### config.mk
export PLATFORM = sky130hd
export DESIGN_NAME = display_timings_flat
export DESIGN_NICKNAME = d
export VERILOG_FILES = /design/src/rtl/display_timings_pkg.sv /design/src/rtl/display_timings_if.sv /design/src/rtl/display_timings.sv /design/src/flat_wrapper.sv
export SDC_FILE = /design/constraint.sdc
export NUM_CORES = 1
export LEC_CHECK = 0
export CAP_MARGIN = 20
export CORE_UTILIZATION = 40
export CTS_CLUSTER_DIAMETER = 80
export DETAILED_ROUTE_END_ITERATION = 10
export DONT_BUFFER_PORTS = 1
export HOLD_SLACK_MARGIN = 0.15
export PLACE_DENSITY = 0.64
export SLEW_MARGIN = 30
export SYNTH_ARGS = -nofsm -noshare
export SYNTH_HDL_FRONTEND = slang
export SYNTH_SLANG_ARGS = --single-unit
### constraint.sdc
create_clock -name i_pix_clk -period 6.47 [get_ports i_pix_clk]
set_input_delay 1.294 -clock i_pix_clk [delete_from_list [all_inputs] [get_ports i_pix_clk]]
set_output_delay 1.294 -clock i_pix_clk [all_outputs]
set_load 0.1 [all_outputs]
### src/rtl/display_timings_pkg.sv
// Shared display mode table: raster timing sets plus the matching
// gradient step, so the timing block and the test cards stay in agreement.
package display_timings_pkg;

   typedef enum logic [1:0] {
      MODE_480P60,
      MODE_720P60,
      MODE_1080P60
   } mode_e;

   typedef struct packed {
      int   hRes;
      int   vRes;
      int   hFp;
      int   hSync;
      int   hBp;
      int   vFp;
      int   vSync;
      int   vBp;
      logic hPol;
      logic vPol;
      int   step;
   } modeCfg_t;

   localparam modeCfg_t MODE_480P60_CFG  = '{640, 480, 16, 96, 48, 10, 2, 33, 1'b0, 1'b0, 2};
   localparam modeCfg_t MODE_720P60_CFG  = '{1280, 720, 110, 40, 220, 5, 5, 20, 1'b1, 1'b1, 2};
   localparam modeCfg_t MODE_1080P60_CFG = '{1920, 1080, 88, 44, 148, 4, 5, 36, 1'b1, 1'b1, 3};

   function automatic modeCfg_t modeCfg(input mode_e mode);
      case (mode)
         MODE_720P60:  return MODE_720P60_CFG;
         MODE_1080P60: return MODE_1080P60_CFG;
         default:      return MODE_480P60_CFG;
      endcase
   endfunction

   // Inclusive signed window test shared by the horizontal and vertical sync decode.
   function automatic logic inWindow(input logic signed [15:0] pos,
                                     input logic signed [15:0] first,
                                     input logic signed [15:0] last);
      return (pos >= first) && (pos <= last);
   endfunction

endpackage

### src/rtl/display_timings_if.sv
// Pixel strobe in, raster timing out; master is the timing generator,
// slave is the downstream card / encoder.
interface display_timings_if;
   logic               i_en;
   logic               o_hs;
   logic               o_vs;
   logic               o_de;
   logic               o_line;
   logic               o_frame;
   logic signed [15:0] o_h;
   logic signed [15:0] o_v;
   logic        [15:0] o_x;
   logic        [15:0] o_y;

   modport master (
      input  i_en,
      output o_hs, o_vs, o_de, o_line, o_frame, o_h, o_v, o_x, o_y
   );

   modport slave (
      output i_en,
      input  o_hs, o_vs, o_de, o_line, o_frame, o_h, o_v, o_x, o_y
   );
endinterface

### src/rtl/display_timings.sv
// Raster timing generator: signed h/v position counters starting in the
// blanking region, with sync, data-enable and line/frame strobes registered in step.
module display_timings
   import display_timings_pkg::*;
#(
   parameter int H_RES  = MODE_480P60_CFG.hRes,
   parameter int V_RES  = MODE_480P60_CFG.vRes,
   parameter int H_FP   = MODE_480P60_CFG.hFp,
   parameter int H_SYNC = MODE_480P60_CFG.hSync,
   parameter int H_BP   = MODE_480P60_CFG.hBp,
   parameter int V_FP   = MODE_480P60_CFG.vFp,
   parameter int V_SYNC = MODE_480P60_CFG.vSync,
   parameter int V_BP   = MODE_480P60_CFG.vBp,
   parameter int H_POL  = 0,
   parameter int V_POL  = 0
) (
   input  logic               i_pix_clk,
   input  logic               i_rst_n,
   display_timings_if.master  tim
);

   // Out-of-range timing sets must stop elaboration rather than wrap silently.
   if ((H_RES + H_FP + H_SYNC + H_BP) > 32767 || H_RES < 1 ||
       H_FP < 1 || H_SYNC < 1 || H_BP < 1) begin : gBadH
      $error("display_timings: horizontal timing parameters out of range");
   end
   if ((V_RES + V_FP + V_SYNC + V_BP) > 32767 || V_RES < 1 ||
       V_FP < 1 || V_SYNC < 1 || V_BP < 1) begin : gBadV
      $error("display_timings: vertical timing parameters out of range");
   end

   localparam logic signed [15:0] H_STA    = 16'(-(H_FP + H_SYNC + H_BP));
   localparam logic signed [15:0] H_END    = 16'(H_RES - 1);
   localparam logic signed [15:0] HS_FIRST = 16'(-(H_SYNC + H_BP));
   localparam logic signed [15:0] HS_LAST  = 16'(-H_BP - 1);
   localparam logic signed [15:0] V_STA    = 16'(-(V_FP + V_SYNC + V_BP));
   localparam logic signed [15:0] V_END    = 16'(V_RES - 1);
   localparam logic signed [15:0] VS_FIRST = 16'(-(V_SYNC + V_BP));
   localparam logic signed [15:0] VS_LAST  = 16'(-V_BP - 1);
   localparam logic               HS_ON    = (H_POL != 0);
   localparam logic               VS_ON    = (V_POL != 0);

   logic signed [15:0] h_q, h_d;
   logic signed [15:0] v_q, v_d;
   logic               hs_q, vs_q, de_q, line_q, frame_q;
   logic        [15:0] x_q, y_q;

   // Next position; the vertical counter only steps when the line wraps.
   always_comb begin
      h_d = h_q;
      v_d = v_q;
      if (tim.i_en) begin
         if (h_q == H_END) begin
            h_d = H_STA;
            v_d = (v_q == V_END) ? V_STA : v_q + 16'sd1;
         end else begin
            h_d = h_q + 16'sd1;
         end
      end
   end

   // Decoding from h_d/v_d keeps every output aligned with o_h/o_v; when
   // stalled, h_d equals h_q so all outputs, strobes included, simply hold.
   always_ff @(posedge i_pix_clk or negedge i_rst_n) begin
      if (!i_rst_n) begin
         h_q     <= H_STA;
         v_q     <= V_STA;
         hs_q    <= ~HS_ON;
         vs_q    <= ~VS_ON;
         de_q    <= 1'b0;
         line_q  <= 1'b1;
         frame_q <= 1'b1;
         x_q     <= '0;
         y_q     <= '0;
      end else begin
         h_q     <= h_d;
         v_q     <= v_d;
         hs_q    <= inWindow(h_d, HS_FIRST, HS_LAST) ? HS_ON : ~HS_ON;
         vs_q    <= inWindow(v_d, VS_FIRST, VS_LAST) ? VS_ON : ~VS_ON;
         de_q    <= (h_d >= 16'sd0) && (v_d >= 16'sd0);
         line_q  <= (h_d == H_STA);
         frame_q <= (h_d == H_STA) && (v_d == V_STA);
         x_q     <= (h_d >= 16'sd0) ? $unsigned(h_d) : 16'd0;
         y_q     <= (v_d >= 16'sd0) ? $unsigned(v_d) : 16'd0;
      end
   end

   assign tim.o_h     = h_q;
   assign tim.o_v     = v_q;
   assign tim.o_hs    = hs_q;
   assign tim.o_vs    = vs_q;
   assign tim.o_de    = de_q;
   assign tim.o_line  = line_q;
   assign tim.o_frame = frame_q;
   assign tim.o_x     = x_q;
   assign tim.o_y     = y_q;

endmodule

### src/flat_wrapper.sv
// flat-port wrapper written by rule: the top's interface ports become plain ports
module display_timings_flat import display_timings_pkg::*;
#(
   parameter int H_RES  = MODE_480P60_CFG.hRes,
   parameter int V_RES  = MODE_480P60_CFG.vRes,
   parameter int H_FP   = MODE_480P60_CFG.hFp,
   parameter int H_SYNC = MODE_480P60_CFG.hSync,
   parameter int H_BP   = MODE_480P60_CFG.hBp,
   parameter int V_FP   = MODE_480P60_CFG.vFp,
   parameter int V_SYNC = MODE_480P60_CFG.vSync,
   parameter int V_BP   = MODE_480P60_CFG.vBp,
   parameter int H_POL  = 0,
   parameter int V_POL  = 0
)
  (i_pix_clk, i_rst_n, tim_i_en, tim_o_hs, tim_o_vs, tim_o_de, tim_o_line, tim_o_frame, tim_o_h, tim_o_v, tim_o_x, tim_o_y);
  display_timings_if tim_i ();
  input  logic i_pix_clk;
  input  logic i_rst_n;
  input wire logic [$bits(tim_i.i_en)-1:0] tim_i_en;
  output wire logic [$bits(tim_i.o_hs)-1:0] tim_o_hs;
  output wire logic [$bits(tim_i.o_vs)-1:0] tim_o_vs;
  output wire logic [$bits(tim_i.o_de)-1:0] tim_o_de;
  output wire logic [$bits(tim_i.o_line)-1:0] tim_o_line;
  output wire logic [$bits(tim_i.o_frame)-1:0] tim_o_frame;
  output wire logic [$bits(tim_i.o_h)-1:0] tim_o_h;
  output wire logic [$bits(tim_i.o_v)-1:0] tim_o_v;
  output wire logic [$bits(tim_i.o_x)-1:0] tim_o_x;
  output wire logic [$bits(tim_i.o_y)-1:0] tim_o_y;
  assign tim_i.i_en = tim_i_en;
  assign tim_o_hs = tim_i.o_hs;
  assign tim_o_vs = tim_i.o_vs;
  assign tim_o_de = tim_i.o_de;
  assign tim_o_line = tim_i.o_line;
  assign tim_o_frame = tim_i.o_frame;
  assign tim_o_h = tim_i.o_h;
  assign tim_o_v = tim_i.o_v;
  assign tim_o_x = tim_i.o_x;
  assign tim_o_y = tim_i.o_y;
  display_timings #(.H_RES(H_RES), .V_RES(V_RES), .H_FP(H_FP), .H_SYNC(H_SYNC), .H_BP(H_BP), .V_FP(V_FP), .V_SYNC(V_SYNC), .V_BP(V_BP), .H_POL(H_POL), .V_POL(V_POL)) u_core (.i_pix_clk(i_pix_clk), .i_rst_n(i_rst_n), .tim(tim_i));
endmodule
==> impl_results.md, run 1 <==
* Final worst slack at 2.24 ns
* Mux cell area share after synthesis at under 10%
* Initial antenna violation count at 0
* GR Util All Layers at a little under a fifth
* Met1 Use GR at ~26%
* Max stage delay cell, worst path: dfrtp_1
* Xor/xnor cell area share of the yosys netlist at roughly 5%
* Reg2reg end: u_core.tim.o_frame
* ANT cells at 0
* Starting DRC count in detailed routing at 158
* Synth area leader: dfrtp_1
* Leak at 1.40 nW
* Worst-path fanout max at 19
* Largest family of logic cells by synthesized area: simple AND/OR/NAND/NOR gates
* Worst skew pair latency at ~0.34 ns
* Setup_tns at 0 ns
* Die Wd at 91.4 um
* Setup Viol. Count Final at 0
* Clk sink count at 69
* Core area at 0.00773 mm2
* Drt drc at 0
* Starting Density at 41.3%
* Critical path startpoint category: flop
* Met2 usage at about 27%
* First-pass GRT wire length at 12,300 um
* PD cells at around 370 mW/mm2
* Cts hold-fix bufs at 0
* RSZ-0062 raised after global routing: no
* Total detailed-routing wirelength at roughly 7400 um
* Compound-cell area share of the yosys netlist at 8.81%
* Number of global-route vias before repair at 2,256
* Critical path class: reg2reg
* I/O pin count at 72
* Simple-Gate Fraction of Synth Area at 25.7%
* Largest net degree at the start of global routing at 70
* CTS max path bufs at 2
* GR Util met3 at 6.20%
* Top cells by area, synth: dfrtp_1 33%, dfstp_2 22%, nor2_1 3.9%
* Share of cells above drive strength 1 at 17.7%
* Rel. slew slack at between 30% and 40%
* Cells after Synth at 312
* Critical path buffers and inverters at 0
* Busiest grt layer: met2
* RR Startpoint: u_core.tim.o_h[4]
* Gpl congestion at approximately 0.87
* Distinct cells, synth at 51
* Max Cap Viol at 0
* Post-synthesis adder-cell area fraction at 0.783%
* Fin crit share at 65.4%
* VDD IR max at around 0.14 mV
* Die height at 91.4 um
* Yosys warnings at 0
* Via count at 2,343
* CTS resizes at 0
* Synth Register Bits at 69
* Clock Skews at ~0.012 ns
* Data required, critical path at 6.75 ns
* H-tree depth at 3
* Dpl ws at about 2.2 ns
* Worst r2r path cells at 7
* Run status: complete, no violations
* Critical path, cell by cell: nand4_1 -> nor4_4 -> o21ai_1 -> a2bb2oi_2 -> nand2_1 -> nor4_2 -> and3_1
* Sequential area share after synthesis at 55.1%
* Hpwl dp at 5160 um
* Synth top area share at roughly 33%
* TritonCTS buffer count at 9
* Fin. max-slew vios at 0
* Synth Flop Type: dfrtp_1
* Via/cell ratio at 5.59
* Min Tclk post-route at 4.23 ns
* Mean Syn Cell Area at 10.2 um2
* Nets at 318
* Post-synth EDFFs at 0
* Ys async rst share at 100%
* Min-delay worst type: in2async
* Clock Tree Root: clkbuf_8
* CP Capture Type: flop
* Num rows at 32
* Data arrival, critical path at 4.51 ns
* Layout Area Growth over Synthesis at 8.93%
* Clock slew at reported path FFs at 0.07 ns
* Pre-Repair DR Iteration Count at 4
* CP peak stage delay at roughly 0.98 ns
* Detail Route Antenna Nets at 0
* CTS tree: done
* Worst slew pin tran at 0.965 ns
* Drt wl/cell at 17.6 um
* Reg2Reg Setup Slack at 2.24 ns
* Delay-heaviest family, CP: simple AND/OR/NAND/NOR gates
* Cell Area, Synth at roughly 0.0032 mm2
* Die area at 0.00835 mm2
* Peak Freq at 236 MHz
* Port bufs at 0
* GRT overflow at 0
* Final hold vios at 0
* Post-CTS setup repair buffer count at 0
==> flip-flops by register name, summed over array words and instances (netlist names) <==
signal	count
u_core.tim.o_h	16
u_core.tim.o_v	16
u_core.tim.o_x	16
u_core.tim.o_y	16
u_core.tim.o_de	1
u_core.tim.o_frame	1
u_core.tim.o_hs	1
u_core.tim.o_line	1
u_core.tim.o_vs	1
==> worst max path at each step <==
stage                                  from                  to  slack, ns  cells past startpoint
after floorplan                    tim_i_en  u_core.tim.o_frame       3.17                      9
after global placement    u_core.tim.o_h[2]  u_core.tim.o_frame       2.31                      7
after detailed placement  u_core.tim.o_h[3]  u_core.tim.o_frame       2.15                      7
after CTS                 u_core.tim.o_h[3]  u_core.tim.o_frame       2.13                      7
after global routing      u_core.tim.o_h[4]  u_core.tim.o_frame       1.87                      7
final                     u_core.tim.o_h[4]  u_core.tim.o_frame       2.24                      7
==> metrics by stage <==
| stage | utilization [%] | total power, mW | area [um2] | hold slack, ns | cells |
|---|---|---|---|---|---|
| CTS | 45.0 | 1.30 | 3480 | 0.634 | 419 |
| finish | 45.0 | 1.29 | 3480 | 0.648 | 419 |
| global route | 45.0 | 1.34 | 3480 | 0.622 | 419 |
| global placement | 42.5 | 0.959 | 3290 | 0.799 | 404 |
| floorplan | - | 0.930 | 3200 | 0.765 | 313 |
| detailed placement | 42.6 | 0.966 | 3290 | 0.803 | 404 |
==> cell usage in the layout (no fill, tap or decap), drive strengths merged, types with 3 or more instances in the layout <==
| cell type | instances |
|---|---|
| o21ai | 7 |
| dfrtp | 42 |
| inv | 13 |
| o31ai | 3 |
| clkbuf | 13 |
| xor2 | 6 |
| nand4 | 15 |
| dfstp | 27 |
| nand3 | 15 |
| xnor2 | 12 |
| nand2b | 4 |
| nor2 | 33 |
| and3 | 8 |
| or4 | 4 |
| a31oi | 3 |
| nand2 | 29 |
| a21oi | 12 |
| o32ai | 3 |
| nor3 | 9 |
| nor2b | 10 |
| nor4 | 9 |
| mux2i | 4 |
| and4 | 4 |
==> layout make-up <==
type	instances	area (um2)
well taps	102	128
repair buffers	2	15.0
flip-flops and latches	69	1770
clock buffers	13	149
inverters	13	48.8
multi-input cells	218	1340
fillers	716	4250
clock inverters	2	35.0
==> routing by layer <==
layer / vias to the layer above / part of all wire [%] / routed length [um]
met3: 7 / 8.9 / 659
met2: 79 / 45 / 3350
li1: 1119 / - / -
met5: - / 0 / 0
met1: 1138 / 44 / 3270
met4: 0 / 1.5 / 108
==> cells by family after synthesis <==
logic type | count (synthesis)
xor gates and xnor gates | 18
buffers and inverters | 26
muxes | 4
other | 1
AOI/OAI and AO/OA | 42
adders and majority gates | 2
and+or+nand+nor | 150
DFF | 69
==> Yosys cell counts (3+ instances only) <==
| cell | number |
|---|---|
| dfrtp_1 | 42 |
| nor2_1 | 33 |
| nand2_1 | 29 |
| dfstp_2 | 27 |
| nand4_1 | 15 |
| nand3_1 | 14 |
| a21oi_1 | 12 |
| inv_1 | 12 |
| xnor2_1 | 12 |
| nor2b_1 | 10 |
| clkbuf_1 | 9 |
| nor3_1 | 9 |
| and3_1 | 8 |
| nor4_1 | 7 |
| o21ai_0 | 6 |
| xor2_1 | 6 |
| and4_1 | 4 |
| buf_2 | 4 |
| nand2b_1 | 4 |
| a31oi_1 | 3 |
| mux2i_1 | 3 |
| o31ai_1 | 3 |
| o32ai_1 | 3 |
| or4_1 | 3 |
==> power by group <==
part / switching, mW / total, mW / internal, mW
logic: 0.0704 / 0.114 / 0.0437
clock network: 0.144 / 0.330 / 0.186
registers: 0.370 / 0.846 / 0.476
total: 0.584 / 1.29 / 0.706
No activity file was read; power rests on OpenSTA's default activity.
==> run 2, diff against run 1 <==
--- a/config.mk
+++ b/config.mk
@@ -11,7 +11,7 @@
 export DETAILED_ROUTE_END_ITERATION = 10
 export DONT_BUFFER_PORTS = 1
 export HOLD_SLACK_MARGIN = 0.15
-export PLACE_DENSITY = 0.64
+export PLACE_DENSITY = 0.66
 export SLEW_MARGIN = 30
 export SYNTH_ARGS = -nofsm -noshare
 export SYNTH_HDL_FRONTEND = slang
==> constraint.sdc (replaced) <==
create_clock -name i_pix_clk -period 3.8 [get_ports i_pix_clk]
set_input_delay 0.76 -clock i_pix_clk [delete_from_list [all_inputs] [get_ports i_pix_clk]]
set_output_delay 0.76 -clock i_pix_clk [all_outputs]
set_load 0.1 [all_outputs]
==> impl_results.md, run 2 (synthesis gave the netlist of run 1 again) <==
* Commonest non-fill, non-tap cell in the layout: dfrtp_1
* CP Capture Type: flop
* Reg2Reg Setup Slack at 0.65 ns (-1.59 ns)
* Max Cap Viol at 0 (unchanged)
* Critical path class: reg2reg
* WL met3 at 568 um (-14%)
* PD cells at 632 mW/mm2 (+70%)
* Starting Density at 41.3% (unchanged)
* RR Startpoint: u_core.tim.o_h[8]
* Layout Area Growth over Synthesis at 14.1%
* H-tree depth at 3 (unchanged)
* Peak Freq at 318 MHz (+34%)
* TritonCTS buffer count at 9 (unchanged)
* Clock Skews at 0.0113 ns (-0.00103 ns)
* Die area at 0.00835 mm2 (unchanged)
* First-pass GRT wire length at 13,200 um (+7.2%)
* Net Sw Power at 1.03 mW (+77%)
* DR top layer: met4
* Min Tclk post-route at 3.15 ns (-1.08 ns)
* Data arrival, critical path at 3.43 ns (-1.08 ns)
* M1 WL at 3640 um (+11%)
* Worst r2r path cells at 7 (unchanged)
* Most frequent cells in the layout: 42 x dfrtp_1, 33 x nor2_1, 29 x nand2_1, 27 x dfstp_2, 20 x buf_4
* Clock Tree Root: clkbuf_8
* Dpl cell area at 0.00342 mm2 (+3.9%)
* Leak at 1.52 nW (+8.5%)
* Run status: complete, no violations
* Setup Viol. Count Final at 0 (unchanged)
* Die height at 91.4 um (unchanged)
* Num rows at 32 (unchanged)
* Reg2reg end: u_core.tim.o_frame
* Clk sink count at 69 (unchanged)
* RSZ-0062 raised after global routing: no
* GRT overflow at 0 (unchanged)
* ANT cells at 0 (unchanged)
* Die Wd at 91.4 um (unchanged)
* Largest net degree at the start of global routing at 43 (-39%)
* CTS max path bufs at 2 (unchanged)
* Filler cell count at 738 (+3.1%)
* VDD IR max at 0.299 mV (+120%)
* Port bufs at 0 (unchanged)
* CTS resizes at 0 (unchanged)
* Setup_tns at 0 ns (unchanged)
* Drt wl/cell at 18.7 um (+5.9%)
* Comb pwr share at 23.2% (+14 points)
* Clk pwr share at 26.3% (+0.7 points)
* I/O pin count at 72 (unchanged)
* Cell Int Power at 1.27 mW (+80%)
* Worst-path fanout max at 8 (-11)
* Via count at 2,518 (+7.5%)
* Starting DRC count in detailed routing at 181 (+15%)
* Final hold vios at 0 (unchanged)
* Gpl congestion at 0.897 (+2.9%)
* Share of cells above drive strength 1 at 20.2% (+2.5 points)
* Nets at 337 (+6.0%)
* Critical path startpoint category: flop
* Number of global-route vias before repair at 2,505 (+11%)
* Hpwl dp at 5490 um (+6.4%)
* Min-delay worst type: in2async
* Drt drc at 0 (unchanged)
* CTS tree: done
* Detail Route Antenna Nets at 0 (unchanged)
* Fin. max-slew vios at 0 (unchanged)
* Sw frac at 44.9% (-0.40 points)
* Worst hold slack at 0.251 ns (-0.397 ns)
* Total detailed-routing wirelength at 8190 um (+11%)
* Worst skew pair latency at 0.34 ns (about the same)
* Data required, critical path at 4.08 ns (-2.67 ns)
* Routed wl met2 at 3820 um (+14%)
* Core area at 0.00773 mm2 (unchanged)
* Final Util at 47.2% (+2.2 points)
* Clock slew at reported path FFs at 0.08 ns (about the same)
* Finished Cell Area at 0.00365 mm2 (+4.8%)
* Rel. slew slack at 40.3% (+4.6 points)
* Fin crit share at 82.8% (+17 points)
* Via/cell ratio at 5.74 (+2.6%)
* Worst slew pin tran at 0.896 ns (-0.0689 ns)
* Initial antenna violation count at 0 (unchanged)
* GR Util All Layers at 20.9% (+1.9 points)
* Power share of the sequential group at 50.5% (-15 points)
* Pre-Repair DR Iteration Count at 4 (unchanged)
## run 2: layer usage
layer	GRT usage, %	vias up
met4	8.33	0
met5	0	-
met3	6.37	16
li1	-	1159
met2	31.6	107
met1	28.1	1236
## run 2: worst max-delay path by stage
stage,start,to,slack (ns),cells past startpoint
2_1_floorplan,u_core.tim.o_h[2],u_core.tim.o_frame,0.67,10
3_3_place_gp,u_core.tim.o_h[8],u_core.tim.o_frame,0.71,7
4_1_cts,u_core.tim.o_h[8],u_core.tim.o_frame,0.65,7
3_5_place_dp,u_core.tim.o_h[8],u_core.tim.o_frame,0.67,7
6_report,u_core.tim.o_h[8],u_core.tim.o_frame,0.65,7
5_1_grt,u_core.tim.o_v[4],u_core.tim.o_frame,0.51,7
## run 2: area by class of cell
class                   instances  area (um2)  share of cell area [%]
flip-flops and latches         69        1760                    48.3
clock buffers                  15         166                    4.56
clock inverters                 1        30.0                   0.824
well taps                     102         128                    3.50
multi-input cells             218        1340                    36.6
repair buffers                 21         178                    4.87
inverters                      13        48.8                    1.34
## run 2: timing repair
action / 4_1_cts / 5_1_grt
hold buffers: 1 / 0
hold endpoints to repair: 42 / 0
setup buffers: 0 / 0
## run 2: worst max-delay path, stage by stage, from the launching register on
cell     delay, ns
dfstp_2       0.55
or4_4         0.65
or4_1         0.74
a21oi_1       0.19
o22ai_1       0.14
or3_1         0.39
nor4_2        0.21
and3_1        0.21
## run 2: power by group through the flow
stage                     logic, mW  clock network (mW)  registers, mW
after CTS                     0.533               0.615           1.16
final                         0.534               0.607           1.16
after global routing          0.562               0.657           1.17
after global placement        0.514                   0           1.17
after detailed placement      0.518                   0           1.18
after floorplan               0.174                   0           1.41
## run 2: through the flow
stage / cells / power [mW] / worst slack, ns
4_1_cts: 439 / 2.31 / 0.650
3_3_place_gp: 422 / 1.69 / 0.707
6_report: 439 / 2.30 / 0.652
5_1_grt: 439 / 2.39 / 0.507
2_1_floorplan: 313 / 1.58 / 0.668
3_5_place_dp: 422 / 1.69 / 0.668
